[config.mk]
export PLATFORM = sky130hd
export DESIGN_NAME = conv_mem_arbiter
export DESIGN_NICKNAME = d
export VERILOG_FILES = /design/src/rtl/conv_mem_arbiter.sv
export SDC_FILE = /design/constraint.sdc
export NUM_CORES = 1
export LEC_CHECK = 0
export CORE_ASPECT_RATIO = 0.7
export CORE_MARGIN = 1
export CORE_UTILIZATION = 35
export CTS_BUF_LIST = sky130_fd_sc_hd__clkbuf_16
export DETAILED_ROUTE_END_ITERATION = 10
export GPL_TIMING_DRIVEN = 0
export PLACE_DENSITY = 0.67
export SLEW_MARGIN = 20
export SYNTH_ARGS = -nofsm -noshare
export SYNTH_HDL_FRONTEND = slang
export SYNTH_SLANG_ARGS = --single-unit
[constraint.sdc]
create_clock -name clk -period 7.25 [get_ports clk]
set_input_delay 1.8125 -clock clk [delete_from_list [all_inputs] [get_ports clk]]
set_output_delay 1.8125 -clock clk [all_outputs]
set_load 0.01 [all_outputs]
[src/rtl/conv_mem_arbiter.sv]
// conv_mem_arbiter: round-robin sharing of the single layer-memory port
// among the CNN engines, with burst lock and forced lock release.
module conv_mem_arbiter #(
    parameter int N_REQ    = 3,
    parameter int AW       = 12,
    parameter int DW       = 20,
    parameter int SW       = 3,
    parameter int LOCK_MAX = 8
) (
    input  logic                clk,
    input  logic                reset,
    input  logic [N_REQ-1:0]    req,
    input  logic [N_REQ-1:0]    req_we,
    input  logic [N_REQ-1:0]    req_lock,
    input  logic [SW*N_REQ-1:0] req_sel,
    input  logic [AW*N_REQ-1:0] req_addr,
    input  logic [DW*N_REQ-1:0] req_wdata,
    output logic [N_REQ-1:0]    gnt,
    output logic [N_REQ-1:0]    rvalid,
    output logic [DW-1:0]       rdata,
    output logic                lock_tmo,
    output logic                busy,
    output logic                crd,
    output logic                cwr,
    output logic [SW-1:0]       csel,
    output logic [AW-1:0]       caddr_rd,
    output logic [AW-1:0]       caddr_wr,
    output logic [DW-1:0]       cdata_wr,
    input  logic [DW-1:0]       cdata_rd
);

    localparam int PW = (N_REQ > 1) ? $clog2(N_REQ) : 1;
    localparam int CW = $clog2(LOCK_MAX + 1);

    typedef enum logic {
        ARB,
        LOCKED
    } state_t;

    state_t          r_state;
    state_t          w_state_nx;
    logic [PW-1:0]   r_ptr;
    logic [PW-1:0]   w_ptr_nx;
    logic [PW-1:0]   r_owner;
    logic [PW-1:0]   w_owner_nx;
    logic [CW-1:0]   r_cnt;
    logic [CW-1:0]   w_cnt_nx;
    logic [PW-1:0]   w_idx;
    logic [N_REQ-1:0] w_gnt;
    logic            w_tmo;
    logic            w_xfer;
    logic            w_we;
    logic [SW-1:0]   w_sel;
    logic [AW-1:0]   w_addr;
    logic [DW-1:0]   w_wdata;

    logic             r_crd;
    logic             r_cwr;
    logic [SW-1:0]    r_csel;
    logic [AW-1:0]    r_caddr_rd;
    logic [AW-1:0]    r_caddr_wr;
    logic [DW-1:0]    r_cdata_wr;
    logic [PW-1:0]    r_rd_id;
    logic [N_REQ-1:0] r_rvalid;
    logic [DW-1:0]    r_rdata;

    function automatic logic [PW-1:0] inc(input logic [PW-1:0] v);
        return (int'(v) == N_REQ - 1) ? '0 : v + 1'b1;
    endfunction

    always_comb begin
        w_gnt      = '0;
        w_tmo      = 1'b0;
        w_idx      = r_owner;
        w_state_nx = r_state;
        w_ptr_nx   = r_ptr;
        w_owner_nx = r_owner;
        w_cnt_nx   = r_cnt;
        unique case (r_state)
            ARB: begin
                // Scan backwards so the nearest requester from ptr wins last.
                for (int k = N_REQ - 1; k >= 0; k--) begin
                    if (req[(int'(r_ptr) + k) % N_REQ])
                        w_idx = PW'((int'(r_ptr) + k) % N_REQ);
                end
                if (|req) begin
                    w_gnt[w_idx] = 1'b1;
                    if (req_lock[w_idx]) begin
                        w_owner_nx = w_idx;
                        w_cnt_nx   = CW'(1);
                        w_state_nx = LOCKED;
                    end else begin
                        w_ptr_nx = inc(w_idx);
                    end
                end
            end
            LOCKED: begin
                if (r_cnt == CW'(LOCK_MAX)) begin
                    w_tmo      = 1'b1;
                    w_ptr_nx   = inc(r_owner);
                    w_cnt_nx   = '0;
                    w_state_nx = ARB;
                end else begin
                    w_cnt_nx       = r_cnt + 1'b1;
                    w_gnt[r_owner] = req[r_owner];
                    if (req[r_owner] && !req_lock[r_owner]) begin
                        w_ptr_nx   = inc(r_owner);
                        w_cnt_nx   = '0;
                        w_state_nx = ARB;
                    end
                end
            end
        endcase
    end

    assign w_xfer  = |w_gnt;
    assign w_we    = req_we[w_idx];
    assign w_sel   = req_sel[SW*w_idx +: SW];
    assign w_addr  = req_addr[AW*w_idx +: AW];
    assign w_wdata = req_wdata[DW*w_idx +: DW];

    always_ff @(posedge clk or posedge reset) begin
        if (reset) begin
            r_state    <= ARB;
            r_ptr      <= '0;
            r_owner    <= '0;
            r_cnt      <= '0;
            r_crd      <= 1'b0;
            r_cwr      <= 1'b0;
            r_csel     <= '0;
            r_caddr_rd <= '0;
            r_caddr_wr <= '0;
            r_cdata_wr <= '0;
            r_rd_id    <= '0;
            r_rvalid   <= '0;
            r_rdata    <= '0;
        end else begin
            r_state <= w_state_nx;
            r_ptr   <= w_ptr_nx;
            r_owner <= w_owner_nx;
            r_cnt   <= w_cnt_nx;
            r_crd   <= w_xfer & ~w_we;
            r_cwr   <= w_xfer & w_we;
            r_csel  <= w_xfer ? w_sel : '0;
            if (w_xfer && !w_we) begin
                r_caddr_rd <= w_addr;
                r_rd_id    <= w_idx;
            end
            if (w_xfer && w_we) begin
                r_caddr_wr <= w_addr;
                r_cdata_wr <= w_wdata;
            end
            // Memory answers during the crd cycle; return it to the issuer.
            r_rvalid <= '0;
            if (r_crd) begin
                r_rvalid[r_rd_id] <= 1'b1;
                r_rdata           <= cdata_rd;
            end
        end
    end

    assign gnt      = reset ? '0 : w_gnt;
    assign lock_tmo = ~reset & w_tmo;
    assign busy     = ~reset & (|req | r_crd | r_cwr | |r_rvalid);
    assign crd      = r_crd;
    assign cwr      = r_cwr;
    assign csel     = r_csel;
    assign caddr_rd = r_caddr_rd;
    assign caddr_wr = r_caddr_wr;
    assign cdata_wr = r_cdata_wr;
    assign rvalid   = r_rvalid;
    assign rdata    = r_rdata;

endmodule

==> impl_metrics.ini, run 1 <==
[outcome]
status = complete, but fails checks
violations = design-rule violations

[timing]
layout_min_cycle_time_ns = 6.643
setup-tns-final_ns = 0
whs_ns = 0.4774
finalCritPeriodShare = 0.9162
slew_violations = 0
rsz0062_at_grt = no
clock_skew_ns = 0.009141
max_freq_mhz = 150.5
hold_violations = 0
worst_slew_pin_slew_ns = 0.8515
maxSlewHeadroom = 0.4176
setup_viol = 0

[logic_synthesis]
async_flop_share = 1.000
synth_nets = 532
ys_ff_latch = 83
synthSimpleGateAreaFrac = 0.08306
synth-main-ff-cell = dfrtp_1
synthAdderAreaFrac = 0.01362
synth_top_family_by_area = multiplexers
syn_area_sq_um = 4594
synth_area_per_cell_sq_um = 11.75
synth_area_leaders = dfrtp_1, mux2_2, mux2i_1, o2bb2ai_1, mux2_4
synth_cell_types = 56
synthMuxAreaShare = 0.2584
synth_cells = 391
yosysTopAreaCell = dfrtp_1
synth_top_area_share = 0.4521
synth-seq-area-share = 0.4521
synth_compound_area_frac = 0.1547
synth_warnings = 0
synth_edf_count = 0
synth_xor_area_frac = 0

[die]
start_util = 0.3649
coreArea_sq_um = 12590
io_pins = 213
rows = 34
die_h_um = 97.86
die-area_sq_um = 13600
dieWidth_um = 138.9

[hold_path]
hold_path_depth = 1
holdPathEnd = rvalid[0]
hold_path.class = reg -> reg
hp-start = r_rd_id[1]

[global_routing]
overflow = 0
grt_max_degree = 52
top_usage_layer = met2
met3_usage = 0.07749
met2_usage = 0.3535
grt_pass1_vias = 4192
antenna_found_initial = 0
grtUsageTotal = 0.2083
grt_pass1_wl_um = 22070
grt_use_met1 = 0.2535

[clock_tree]
postCtsResizedCells = 0
hold_buffers = 0
cts-root-buf = clkbuf_16
cts_tree = done
cts_max_level = 3
clk_latency_ns = 0.34
cts.sinks = 83
cts_setup_buffers = 0
numCtsBuffers = 9
cts_max_path_buffers = 2
path_clk_slew_ns = 0.06

[placed_design]
place.gp.congestion = 0.8941
dpl.hpwl_um = 10830
dp.cells = 766
port_buffers = 212

[routing]
drt.antenna.violating_nets = 0
wl_per_cell_um = 17.69
drcViolationCount = 9
vias = 4039
dr.pass1.iters = 7
wl_um = 13840
detail_route.iter0.violations = 163
viasPerCell = 5.165

[setup_path]
crit_chain = clkdlybuf4s50_1, mux2i_1, or3b_4, a2111oi_4, nor2_2, o311ai_0, a32oi_1, nor2_1, clkdlybuf4s50_1
crit_slowest_cell = clkdlybuf4s50_1
path_buf_inv = 2
cp-end-kind = output port
r2r-start = r_ptr[1]
worstPathArrival_ns = 4.83
crit_path_frequent_cell = clkdlybuf4s50_1
path_class = in -> out
max_stage_delay_ns = 0.60
cp_top_family = buffers and inverters
crit_start = req[0]
critPathMaxFanout = 7
reg2reg_setup_slack_ns = 3.61
r2r_end = r_owner[1]
r2r.worst_path.cells = 9
critPathLaunchType = input pin
required_ns = 5.44
cp_num_cells = 9

[flow_run]
maxCapViolCount = 0

[finish]
nets = 756
finish.utilization = 0.5761
layout_commonest_cell = clkdlybuf4s50_1
fin_cells = 782
drive_above_1_share = 0.1742
final_cell_mix = clkdlybuf4s50_1, dfrtp_1, mux2_2
diodes = 0
syn_to_final_growth_pct = 57.90

[power_and_ir_drop]
powerDensity_nw_per_um2 = 528.7
total_power_w = 0.003835
p_leak_nw = 3.073
ir_drop_mv = 0.2660
==> report_power, final <==
group | leakage [nW] | internal [W] | total, W | switching [W]
sequential | 1.01 | 0.000713 | 0.000840 | 0.000127
clock | 0.143 | 0.000272 | 0.000469 | 0.000198
combinational | 1.92 | 0.00131 | 0.00253 | 0.00122
total | 3.07 | 0.00230 | 0.00384 | 0.00154
==> state kept, by name, indices dropped and copies added (netlist names), 2 cells and up <==
name and flops:
rdata 20, r_ptr 2, caddr_rd 12, cdata_wr 20, caddr_wr 12, csel 3, r_owner 2, rvalid 3
r_rd_id 2, r_cnt 4
==> per-layer routing <==
layer	up-vias	routed length, um
li1	1916	-
met1	1961	5972
met2	153	6545
met3	9	1198
met4	0	119
met5	-	0
==> worst reg2reg max path, cell delays in order, from the launching register on <==
cell	delay (ns)
dfrtp_1	0.42
ha_1	0.35
clkbuf_1	0.36
nand3b_1	0.16
a21bo_2	0.23
a2111oi_0	0.78
nor2_1	0.15
a21boi_1	0.48
nand2b_1	0.25
mux2_2	0.36
==> area by class of cell <==
class,instances,area [sq um]
Buffer,27,126.4
Clock buffer,9,225.2
Clock inverter,7,80.08
Fill cell,1066,5338
Inverter,13,51.30
Multi-Input combinational cell,268,2342
Sequential cell,83,2077
Tap cell,162,202.7
Timing Repair Buffer,213,2150
==> synthesized netlist by cell type, types with 3 or more instances <==
library cell  instances
o21ai_0               8
nor2_1               16
o2bb2ai_1            33
dfrtp_1              83
a22oi_1               5
and3b_1               3
nor3_1                7
nand3_1               8
mux2_4                8
mux2_2               61
ha_1                  5
a21oi_1               8
clkbuf_1             17
mux2i_1              38
nand2b_1              5
buf_2                 8
o211ai_1              4
nand2_1              11
inv_1                13
nor3b_1               3
nor2b_1               3
==> worst max path at each step <==
stage | end | slack, ns
3_3_place_gp | gnt[1] | 0.61
4_1_cts | gnt[1] | 0.61
5_1_grt | gnt[1] | 0.43
6_report | gnt[1] | 0.61
2_1_floorplan | gnt[1] | 2.07
3_5_place_dp | gnt[1] | 0.61
==> kinds of logic after synthesis <==
logic type | Yosys count
compound gates | 86
fa+ha+maj | 5
buf+inv | 40
flops | 83
mux | 107
simple gates | 70
==> per-stage QoR <==
stage	area, sq um	worst slack [ns]
6_report	7254	0.6074
5_1_grt	7254	0.4313
4_1_cts	7254	0.6115
3_5_place_dp	6949	0.6129
3_3_place_gp	6919	0.6077
2_1_floorplan	4594	2.071
Power figures use the tool's default switching activity.
==> inputs of run 2 (changes only) <==
Settings changed: TNS_END_PERCENT from default to 10.
==> results of run 2 <==
Final layout, timing and power as in run 1 (identical DEF).
==> inputs of run 3 (changes only) <==
Settings changed: TNS_END_PERCENT 10 to default.
==> results of run 3 <==
Final layout, timing and power as in run 1 (identical DEF).
